File: src/rtl/ip4_rtl_pkg.sv
// Shared types and constants for the SPA sub-vector issue sequencer.
package ip4_rtl_pkg;

    localparam int NUM_SP = 8;
    localparam int MAX_SV = 4;
    localparam int TID_W  = 3;
    localparam int OP_W   = 8;
    localparam int SV_W   = $clog2(MAX_SV);

    typedef struct packed {
        logic [TID_W-1:0]         tid;
        logic [OP_W-1:0]          op;
        logic [SV_W-1:0]          nsv;
        logic [NUM_SP*MAX_SV-1:0] emsk;
    } svseq_in_s;

    typedef struct packed {
        logic [TID_W-1:0]  tid;
        logic [OP_W-1:0]   op;
        logic [SV_W-1:0]   sv;
        logic [NUM_SP-1:0] emsk;
        logic              first;
        logic              last;
    } svseq_out_s;

    typedef enum logic [0:0] {
        SVS_IDLE  = 1'b0,
        SVS_ISSUE = 1'b1
    } svseq_state_e;

    // A sub-vector is live when it lies within nsv and has at least one lane enabled.
    function automatic logic [MAX_SV-1:0] live_mask(input logic [SV_W-1:0] nsv,
                                                    input logic [NUM_SP*MAX_SV-1:0] emsk);
        logic [MAX_SV-1:0] m;
        for (int s = 0; s < MAX_SV; s++) begin
            m[s] = (SV_W'(s) <= nsv) && (|emsk[s*NUM_SP +: NUM_SP]);
        end
        return m;
    endfunction

endpackage

File: src/rtl/ip4_rtl_sv_penc.sv
// Lowest-index-first priority encoder over a live sub-vector mask.
module ip4_rtl_sv_penc
    import ip4_rtl_pkg::*;
(
    input  logic [MAX_SV-1:0] mask,
    output logic [SV_W-1:0]   idx,
    output logic              none
);

    // Scan from the top so the lowest set bit is the one that sticks
    always_comb begin
        idx  = '0;
        none = ~|mask;
        for (int s = MAX_SV - 1; s >= 0; s--) begin
            idx = mask[s] ? SV_W'(s) : idx;
        end
    end

endmodule

File: src/rtl/ip4_rtl_spa_svseq.sv
// Sub-vector issue sequencer: splits one vector instruction into live
// NUM_SP-wide sub-vectors, honours SPA stall and thread exception cancel.
module ip4_rtl_spa_svseq
    import ip4_rtl_pkg::*;
(
    input  logic                     clk,
    input  logic                     rst_n,
    input  logic                     in_vld,
    output logic                     in_rdy,
    input  logic [TID_W-1:0]         in_tid,
    input  logic [OP_W-1:0]          in_op,
    input  logic [SV_W-1:0]          in_nsv,
    input  logic [NUM_SP*MAX_SV-1:0] in_emsk,
    output logic                     out_vld,
    input  logic                     out_stall,
    output logic [TID_W-1:0]         out_tid,
    output logic [OP_W-1:0]          out_op,
    output logic [SV_W-1:0]          out_sv,
    output logic [NUM_SP-1:0]        out_emsk,
    output logic                     out_first,
    output logic                     out_last,
    input  logic                     exp_vld,
    input  logic [TID_W-1:0]         exp_tid,
    output logic                     done_vld,
    output logic [TID_W-1:0]         done_tid,
    output logic                     done_abort,
    output logic                     busy
);

    svseq_state_e             state_r, state_s;
    svseq_out_s               cur_r, cur_s;
    logic [MAX_SV-1:0]        rem_r, rem_s;
    logic [NUM_SP*MAX_SV-1:0] emsk_r, emsk_s;
    logic                     done_vld_r, done_vld_s, done_abort_r, done_abort_s;
    logic [TID_W-1:0]         done_tid_r, done_tid_s;
    logic                     pend_vld_r, pend_vld_s, pend_abort_r, pend_abort_s;
    logic [TID_W-1:0]         pend_tid_r, pend_tid_s;
    logic [MAX_SV-1:0]        live_in_s, rest_in_s, rest_rem_s;
    logic [SV_W-1:0]          in_idx_s, rem_idx_s;
    logic                     in_none_s, rem_none_s;
    logic                     issue_s, exc_s, acc_s, rdy_s;
    logic                     comp_vld_s, comp_abort_s, zero_vld_s;

    localparam logic [MAX_SV-1:0] ONE_MASK = {{(MAX_SV-1){1'b0}}, 1'b1};

    assign live_in_s  = live_mask(in_nsv, in_emsk);
    assign rest_in_s  = live_in_s & (live_in_s - ONE_MASK);
    assign rest_rem_s = rem_r & (rem_r - ONE_MASK);

    ip4_rtl_sv_penc u_penc_in  (.mask(live_in_s), .idx(in_idx_s),  .none(in_none_s));
    ip4_rtl_sv_penc u_penc_rem (.mask(rem_r),     .idx(rem_idx_s), .none(rem_none_s));

    assign issue_s = (state_r == SVS_ISSUE);
    assign exc_s   = issue_s && exp_vld && (exp_tid == cur_r.tid);
    // Ready is held low in reset so every output reads 0 while rst_n is asserted.
    assign rdy_s   = rst_n && ((state_r == SVS_IDLE) || (issue_s && cur_r.last && !out_stall))
                     && !(exp_vld && (exp_tid == in_tid));
    assign acc_s   = in_vld && rdy_s;

    // Next state, next sub-vector selection and retirement events
    always_comb begin
        state_s      = state_r;
        cur_s        = cur_r;
        rem_s        = rem_r;
        emsk_s       = emsk_r;
        comp_vld_s   = 1'b0;
        comp_abort_s = 1'b0;
        zero_vld_s   = 1'b0;
        case (state_r)
            SVS_ISSUE: begin
                if (!out_stall) begin
                    if (cur_r.last || rem_none_s) begin
                        comp_vld_s = 1'b1;
                        state_s    = SVS_IDLE;
                        cur_s      = '0;
                        rem_s      = '0;
                        emsk_s     = '0;
                    end else if (exc_s) begin
                        comp_vld_s   = 1'b1;
                        comp_abort_s = 1'b1;
                        state_s      = SVS_IDLE;
                        cur_s        = '0;
                        rem_s        = '0;
                        emsk_s       = '0;
                    end else begin
                        cur_s.sv    = rem_idx_s;
                        cur_s.emsk  = emsk_r[rem_idx_s*NUM_SP +: NUM_SP];
                        cur_s.first = 1'b0;
                        cur_s.last  = (rest_rem_s == '0);
                        rem_s       = rest_rem_s;
                    end
                end else if (exc_s) begin
                    // Stalled sub-vector was never consumed, so it is dropped with the rest
                    comp_vld_s   = 1'b1;
                    comp_abort_s = 1'b1;
                    state_s      = SVS_IDLE;
                    cur_s        = '0;
                    rem_s        = '0;
                    emsk_s       = '0;
                end else begin
                    cur_s = cur_r;
                end
            end
            SVS_IDLE: begin
                state_s = SVS_IDLE;
            end
            default: begin
                state_s = SVS_IDLE;
                cur_s   = '0;
                rem_s   = '0;
                emsk_s  = '0;
            end
        endcase
        if (acc_s) begin
            if (in_none_s) begin
                zero_vld_s = 1'b1;
            end else begin
                state_s     = SVS_ISSUE;
                cur_s.tid   = in_tid;
                cur_s.op    = in_op;
                cur_s.sv    = in_idx_s;
                cur_s.emsk  = in_emsk[in_idx_s*NUM_SP +: NUM_SP];
                cur_s.first = 1'b1;
                cur_s.last  = (rest_in_s == '0);
                rem_s       = rest_in_s;
                emsk_s      = in_emsk;
            end
        end else begin
            zero_vld_s = 1'b0;
        end
    end

    // Serialise retirements: a completion plus a zero-live accept in one cycle
    // retire on consecutive cycles through a one-deep pending slot.
    always_comb begin
        done_vld_s   = 1'b0;
        done_abort_s = 1'b0;
        done_tid_s   = '0;
        pend_vld_s   = 1'b0;
        pend_abort_s = 1'b0;
        pend_tid_s   = '0;
        if (pend_vld_r) begin
            done_vld_s   = 1'b1;
            done_abort_s = pend_abort_r;
            done_tid_s   = pend_tid_r;
            if (comp_vld_s) begin
                pend_vld_s   = 1'b1;
                pend_abort_s = comp_abort_s;
                pend_tid_s   = cur_r.tid;
            end else if (zero_vld_s) begin
                pend_vld_s = 1'b1;
                pend_tid_s = in_tid;
            end else begin
                pend_vld_s = 1'b0;
            end
        end else if (comp_vld_s) begin
            done_vld_s   = 1'b1;
            done_abort_s = comp_abort_s;
            done_tid_s   = cur_r.tid;
            if (zero_vld_s) begin
                pend_vld_s = 1'b1;
                pend_tid_s = in_tid;
            end else begin
                pend_vld_s = 1'b0;
            end
        end else if (zero_vld_s) begin
            done_vld_s = 1'b1;
            done_tid_s = in_tid;
        end else begin
            done_vld_s = 1'b0;
        end
    end

    // State and output registers; reset discards any in-flight instruction
    always_ff @(posedge clk or negedge rst_n) begin
        if (!rst_n) begin
            state_r      <= SVS_IDLE;
            cur_r        <= '0;
            rem_r        <= '0;
            emsk_r       <= '0;
            done_vld_r   <= 1'b0;
            done_abort_r <= 1'b0;
            done_tid_r   <= '0;
            pend_vld_r   <= 1'b0;
            pend_abort_r <= 1'b0;
            pend_tid_r   <= '0;
        end else begin
            state_r      <= state_s;
            cur_r        <= cur_s;
            rem_r        <= rem_s;
            emsk_r       <= emsk_s;
            done_vld_r   <= done_vld_s;
            done_abort_r <= done_abort_s;
            done_tid_r   <= done_tid_s;
            pend_vld_r   <= pend_vld_s;
            pend_abort_r <= pend_abort_s;
            pend_tid_r   <= pend_tid_s;
        end
    end

    assign in_rdy     = rdy_s;
    assign out_vld    = issue_s;
    assign busy       = issue_s;
    assign out_tid    = cur_r.tid;
    assign out_op     = cur_r.op;
    assign out_sv     = cur_r.sv;
    assign out_emsk   = cur_r.emsk;
    assign out_first  = cur_r.first;
    assign out_last   = cur_r.last;
    assign done_vld   = done_vld_r;
    assign done_tid   = done_tid_r;
    assign done_abort = done_abort_r;

endmodule

File: config.mk
export PLATFORM = sky130hd
export DESIGN_NAME = ip4_rtl_spa_svseq
export DESIGN_NICKNAME = d
export VERILOG_FILES = /design/src/rtl/ip4_rtl_pkg.sv /design/src/rtl/ip4_rtl_sv_penc.sv /design/src/rtl/ip4_rtl_spa_svseq.sv
export SDC_FILE = /design/constraint.sdc
export NUM_CORES = 1
export LEC_CHECK = 0
export ABC_AREA = 1
export BUFFER_PORTS_ARGS = -buffer_cell sky130_fd_sc_hd__buf_4
export CAP_MARGIN = 0
export CORE_MARGIN = 1
export CORE_UTILIZATION = 40
export CTS_CLUSTER_DIAMETER = 40
export DETAILED_ROUTE_END_ITERATION = 16
export PLACE_DENSITY = 0.61
export REMOVE_ABC_BUFFERS = 1
export SYNTH_ARGS = -nofsm -noshare
export SYNTH_HDL_FRONTEND = slang
export SYNTH_SLANG_ARGS = --single-unit
File: constraint.sdc
create_clock -name clk -period 1.9 [get_ports clk]
set_input_delay 0.095 -clock clk [delete_from_list [all_inputs] [get_ports clk]]
set_output_delay 0.095 -clock clk [all_outputs]
set_load 0.05 [all_outputs]
==> impl_metrics.json, run 1 <==
{
  "start_util_pct": 41.2,
  "synth.distinct_cells": 30,
  "post-cts-setup-buffers": 0,
  "cp-start-kind": "input port",
  "required_ns": 2.13,
  "fill_cells": 979,
  "total_power_mw": 7.66,
  "clock_path_buffers": 2,
  "clk_latency_ns": 0.34,
  "slowest_delay_ns": 0.53,
  "fp.coreArea_mm2": 0.00977,
  "numCtsBuffers": 9,
  "clkTransAtPathRegs_ns": 0.08,
  "post_route_cells_drive_above_1_share_pct": 23.9,
  "ys_seq_elements": 70,
  "drc": 0,
  "grt_max_degree": 71,
  "rows": 36,
  "fmax_ghz": 0.551,
  "crit_type": "in2reg",
  "synthFlopType": "dfrtp_1",
  "holdWs_ns": -0.0283,
  "num_vias": 3856,
  "die_width_um": 102,
  "grt_overflow": 0,
  "skew_ns": 0.0107,
  "fin_crit_sh_pct": 95.5,
  "crit_chain": "dlygate4sd3_1 > buf_4 > nor2_2 > nand3_2 > o21bai_4 > nand2_4 > nor2_4 > inv_2 > nand2_8 > inv_2 > buf_12 > nor2_1 > a21oi_1",
  "cp_max_fo": 17,
  "syn_avg_cell_area_um2": 7.31,
  "violations": "hold timing",
  "antenna_found_initial": 0,
  "vias_per_cell": 4.91,
  "finalSetupViolCount": 0,
  "cpMaxStageDelayCell": "dlygate4sd3_1",
  "area_delta_synth_final_pct": 29.5,
  "crit_path_end_kind": "register",
  "path_buf_inv": 5,
  "synthesis.area_mm2": 0.00402,
  "wl_um": 11100,
  "min_period_ns": 1.81,
  "synth_enable_flop_cells": 0,
  "final_cells": 786,
  "critPathArrivalTime_ns": 2.04,
  "setup_slack_ns": 0.0864,
  "ys_warn_count": 0,
  "fin_util_pct": 53.3,
  "maxSlewHeadroom_pct": 38.5,
  "cts_root_buffer": "clkbuf_8",
  "rsz0062_at_grt": "true",
  "synth-seq-area-share_pct": 43.5,
  "dp_hpwl_um": 7670,
  "tritoncts": "built",
  "io_buffers": 83,
  "grt_usage_pct": 21.9,
  "drv_slew": 0,
  "worst_slew_pin_slew_ns": 0.923,
  "dp_worst_setup_slack_ns": 0.133,
  "cts_max_level": 3,
  "hold_viol": 16,
  "ant_nets": 0,
  "first_pass_iters": 5,
  "cts_sinks": 70,
  "ir_drop_uv": 669,
  "gp_congestion": 0.843,
  "p_leak_nw": 2.77,
  "drtIter0Drc": 199,
  "nets": 702,
  "crit_family": "buffers and inverters",
  "fp.dieArea_mm2": 0.0105,
  "die_h_um": 102,
  "ioPinCount": 84,
  "routedWlPerCell_um": 14.1,
  "grt_first_pass_wirelength_um": 17500,
  "n_antenna_cell": 0,
  "powerDensity_mw_per_mm2": 1470,
  "hold_class": "in2async",
  "run_status": "complete, but fails checks",
  "grt_pass1_vias": 3606,
  "async_flop_share_pct": 100,
  "drv_cap": 0,
  "dp.cells": 756,
  "synth_cells": 550,
  "cpMostUsedCell": "inv_2"
}
registers in the layout (all words and copies together) (netlist names), 2 cells and up:
name,cells
out_tid,3
done_tid,3
out_op,8
rem_r,4
pend_tid_r,3
emsk_r,32
out_emsk,8
out_sv,2
synth_stat cells, types with 2 or more instances:
library cell,instances,area (um^2)
nand2_1,163,612
dfrtp_1,70,1750
nor2_4,4,45.0
o21ai_0,28,140
buf_2,10,50.1
buf_6,7,78.8
nor3_1,2,10.0
o21ai_2,3,26.3
nand2_2,2,12.5
buf_4,5,37.5
nand4_1,4,25.0
nor3_2,2,20.0
buf_8,2,30.0
or2_2,2,12.5
a21oi_1,9,45.0
nand3_2,5,50.1
nor2_1,28,105
inv_2,9,33.8
clkbuf_1,3,11.3
nand3_1,89,445
inv_1,65,244
o21ai_1,30,150
worst reg2reg max path, stage by stage (launching register included):
cell and delay, ns:
dfrtp_1 0.45, inv_1 0.08, nor2_1 0.04, nor3_2 0.20, nand2_1 0.14, nand2_1 0.08, nand2_1 0.12, buf_4 0.22
nand2_1 0.07, nand2_1 0.05, nor2_1 0.10, a21oi_1 0.05
path summary, 6_finish.rpt:
path	startpoint	endpoint	slack [ns]	depth (start not counted)
setup / recovery	in_emsk[8]	out_emsk[2]	0.09	13
hold / removal	rst_n	pend_tid_r[2]	-0.03	2
setup reg to reg	out_tid[1]	out_emsk[2]	0.20	11
hold reg to reg	pend_tid_r[2]	done_tid[2]	0.45	2
max in group asynchronous	rst_n	out_op[4]	1.30	2
min in group clk	in_emsk[3]	emsk_r[3]	0.02	3
cells by family after synthesis:
group           Yosys count  share of synthesized area, %
compound gates           72                          9.64
flops                    70                          43.5
simple gates            306                          34.7
buf+inv                 102                          12.2
layout by cell type (no fill, tap or decap), drive strengths merged:
| master | n |
|---|---|
| a21boi | 1 |
| a21oi | 9 |
| buf | 100 |
| bufinv | 2 |
| clkbuf | 13 |
| clkinv | 1 |
| clkinvlp | 1 |
| dfrtp | 70 |
| dlygate4sd3 | 14 |
| inv | 74 |
| nand2 | 167 |
| nand3 | 94 |
| nand4 | 5 |
| nor2 | 33 |
| nor3 | 4 |
| o21ai | 61 |
| o21bai | 1 |
| or2 | 3 |
layout make-up:
class	instances	area, um^2	area share (%)
clock buffer	12	155	2.98
clock inverter	3	67.6	1.30
inverter	75	282	5.41
multi-input combinational	378	1810	34.8
sequential	70	1750	33.6
tap	133	166	3.20
timing repair buffer	115	972	18.7
what timing repair did:
action | CTS | global route
hold buffers | 14 | 0
endpoints found under the setup margin | 0 | 44
endpoints found under the hold margin | 14 | 0
resized for setup | 0 | 12
report_power, final:
| group | leakage [nW] | internal, mW | switching (mW) |
|---|---|---|---|
| Combinational | 1.75 | 1.29 | 2.49 |
| Clock | 0.109 | 0.805 | 0.560 |
| Sequential | 0.910 | 2.11 | 0.406 |
| Total | 2.77 | 4.21 | 3.45 |
metrics by stage:
step           setup TNS, ns  area [um^2]
2_1_floorplan         -28.12         3810
3_3_place_gp               0         4770
3_5_place_dp               0         4770
4_1_cts                    0         5130
5_1_grt              -0.0452         5210
6_report                   0         5210
metal layers:
metal	share of wire [%]	GRT usage, %
met1	46	30.0
met2	48	35.4
met3	4.4	4.10
met4	1.1	6.15
met5	0	0
Note: power is estimated with default switching activity, not from simulation.
==> inputs of run 2 (changes only) <==
--- a/config.mk
+++ b/config.mk
@@ -5,15 +5,14 @@
 export SDC_FILE = /design/constraint.sdc
 export NUM_CORES = 1
 export LEC_CHECK = 0
-export ABC_AREA = 1
 export BUFFER_PORTS_ARGS = -buffer_cell sky130_fd_sc_hd__buf_4
-export CAP_MARGIN = 0
 export CORE_MARGIN = 1
 export CORE_UTILIZATION = 40
 export CTS_CLUSTER_DIAMETER = 40
 export DETAILED_ROUTE_END_ITERATION = 16
-export PLACE_DENSITY = 0.61
+export PLACE_DENSITY = 0.63
 export REMOVE_ABC_BUFFERS = 1
 export SYNTH_ARGS = -nofsm -noshare
 export SYNTH_HDL_FRONTEND = slang
+export SYNTH_HIERARCHICAL = 1
 export SYNTH_SLANG_ARGS = --single-unit
==> run 2 against run 1 <==
  * The run now ends clean
  * Synthesized cell count down 47%
  * Worst hold slack better by 0.056 ns
  * Sequential share of layout area down 1.5 points
  * Critical path type unchanged
  * Largest power group unchanged
  * Core utilization up 12 points
  * Sequential cell count unchanged
  * Sequential power about the same
  * Fmax down 4.2%
  * Clock skew down 0.0036 ns
  * Clock power up 12%
  * Die area down 14%
  * Non-clock buffer count up 63
==> impl_metrics.json, run 2 <==
{
  "run_status": "completed",
  "io_buffers": 83,
  "syn_avg_cell_area_um2": 11.9,
  "drc": 0,
  "area_delta_synth_final_pct": 58.0,
  "cts_root_buffer": "clkbuf_8",
  "final_cell_mix": "buf_4, dfrtp_1, a22o_1",
  "synthDominantCellAreaShare_pct": 50.8,
  "ys_warn_count": 6,
  "tritoncts": "built",
  "dp.cells": 524,
  "worst_slew_pin_slew_ns": 0.806,
  "final_cells": 567,
  "grt_usage_pct": 23.1,
  "finalSetupViolCount": 0,
  "holdPathEnd": "out_tid[0]",
  "nets": 510,
  "hold_viol": 0,
  "synthesis.area_mm2": 0.00345,
  "post_route_cells_drive_above_1_share_pct": 50.2,
  "clock_path_buffers": 2,
  "p_switching_mw": 3.25,
  "synth_enable_flop_cells": 0,
  "min_period_ns": 1.89,
  "p_comb_share_pct": 51.6,
  "largest_reg_flops": 32,
  "cp-start-kind": "input port",
  "crit_path_end_kind": "register",
  "fin_util_pct": 65.7,
  "grt_overflow": 0,
  "r2r_cells": 7,
  "vias_per_cell": 5.50,
  "yosys-top-cells-area": "dfrtp_1, a22o_1, mux4_2",
  "grt_first_pass_wirelength_um": 15600,
  "skew_ns": 0.00706,
  "fp.coreArea_mm2": 0.00830,
  "ir_drop_uv": 760,
  "critPathArrivalTime_ns": 2.17,
  "grt_pass1_vias": 3060,
  "hold_class": "in2reg",
  "clk_latency_ns": 0.34,
  "required_ns": 2.18,
  "first_pass_iters": 4,
  "n_antenna_cell": 0,
  "holdWs_ns": 0.0278,
  "yosys.area.top_type": "dfrtp_1",
  "crit_type": "in2reg",
  "numCtsBuffers": 9,
  "fmax_ghz": 0.528,
  "p_leak_nw": 2.54,
  "die_h_um": 94.9,
  "die_width_um": 94.9,
  "hold_path_depth": 2,
  "gp_congestion": 0.871,
  "cts_sinks": 70,
  "synthTopCellsByCount": "dfrtp_1, a22o_1, nand2_1, o21ai_0, mux4_2",
  "async_flop_share_pct": 100,
  "clkTransAtPathRegs_ns": 0.08,
  "ant_nets": 0,
  "drv_cap": 0,
  "switching_share_pct": 39.2,
  "synth.distinct_cells": 42,
  "num_vias": 3121,
  "drtIter0Drc": 205,
  "clkPwrFrac_pct": 18.3,
  "fp.dieArea_mm2": 0.00900,
  "powerDensity_mw_per_mm2": 1520,
  "maxSlewHeadroom_pct": 46.3,
  "drv_slew": 0,
  "synth-seq-area-share_pct": 50.8,
  "grt_max_degree": 65,
  "hold_start": "in_tid[0]",
  "r2r-end": "out_emsk[0]",
  "yosysMostFrequentCell": "dfrtp_1",
  "cts_max_level": 3,
  "power_frac_seq_pct": 30.0,
  "ioPinCount": 84,
  "antenna_found_initial": 0,
  "synth_cells": 289,
  "regToRegStartpoint": "rem_r[3]",
  "rows": 33,
  "cp_max_fo": 7,
  "rsz0062_at_grt": "true",
  "ys_seq_elements": 70,
  "max_flop_register": "emsk_r",
  "routedWlPerCell_um": 18.1,
  "final_common_cell": "buf_4",
  "start_util_pct": 41.6,
  "fin_crit_sh_pct": 99.6,
  "rrSetupSlack_ns": 0.02,
  "internal_power_mw": 5.05,
  "synthFlopType": "dfrtp_1",
  "dp_hpwl_um": 6680,
  "wl_um": 10200
}
## run 2: cell types whose count changed in the layout (fill, tap and decap cells not counted), sizes merged, moves of 7 or more
cell | previous run | this run
nand2 | 167 | 25
mux4 | 0 | 16
nand3 | 94 | 1
a32oi | 0 | 10
xnor2 | 0 | 7
or4 | 0 | 7
a22o | 0 | 43
nor2 | 33 | 7
inv | 74 | 14
o21ai | 61 | 19
buf | 100 | 164
## run 2: logic make-up after synthesis
| family | after synthesis | synth area share [%] |
|---|---|---|
| flip-flops | 70 | 50.8 |
| buffers and inverters | 35 | 4.39 |
| XOR/XNOR | 7 | 1.78 |
| AND/OR/NAND/NOR | 64 | 10.4 |
| AO/OA/AOI/OAI | 96 | 21.9 |
| adder cells (fa/ha/maj) | 1 | 0.290 |
| multiplexers | 16 | 10.4 |
## run 2: layout make-up
class                   instances  area [um^2]
inverters                      14         52.6
multi-input cells             184         1700
clock inverters                 5          105
well taps                     105          131
clock buffers                  11          151
flip-flops and latches         70         1750
repair buffers                178         1550
fillers                       629         2850
## run 2: repair_timing
action,CTS,global route
endpoints found under the setup margin,62,57
endpoints found under the hold margin,16,1
pin swaps,9,17
cloned,2,3
hold buffers,10,1
gates resized for setup,21,29
setup buffers,4,7
## run 2: through the flow
step	area, um^2	setup TNS (ns)	setup WS (ns)	total power, mW
after detailed placement	4680	-28.06	-0.500	6.16
after global placement	4680	-27.81	-0.499	6.11
final	5450	0	0.00706	8.29
after floorplan	3350	-63.36	-1.24	4.74
after CTS	5190	-0.107	-0.0130	7.97
after global routing	5450	-1.94	-0.0666	8.69
## run 2: metal layers
metal  vias to the layer above  routed length, um  track usage [%]
met5                         -                  0                0
met2                        98               5050             36.2
met3                        18                479             4.11
li1                       1465                  -                -
met1                      1540               4530             32.3
met4                         0                191             7.83
## run 2: critical path, stage by stage
cell and delay [ns]:
buf_6 0.09, or4_4 0.54, o211ai_2 0.22, inv_2 0.07, nor4_4 0.25, nor2b_2 0.08
and4_4 0.23, nor2_4 0.15, buf_12 0.15, clkbuf_16 0.15, a22o_1 0.13
## run 2: worst max path at each step
stage | from | end | slack [ns] | cells past startpoint
final | in_emsk[24] | out_op[4] | 0.007 | 11
after global routing | in_emsk[24] | out_emsk[0] | -0.07 | 12
after detailed placement | in_emsk[13] | done_tid[0] | -0.50 | 11
after floorplan | busy | emsk_r[0] | -1.24 | 4
after global placement | in_emsk[13] | done_tid[1] | -0.50 | 11
after CTS | in_emsk[31] | out_op[7] | -0.01 | 10
## run 2: power by group through the flow
| stage | Sequential (mW) | Combinational, mW | Clock [mW] |
|---|---|---|---|
| floorplan | 3.36 | 1.38 | 0 |
| global placement | 2.47 | 3.63 | 0 |
| detailed placement | 2.49 | 3.67 | 0 |
| CTS | 2.47 | 3.95 | 1.54 |
| global route | 2.56 | 4.52 | 1.61 |
| finish | 2.49 | 4.28 | 1.52 |
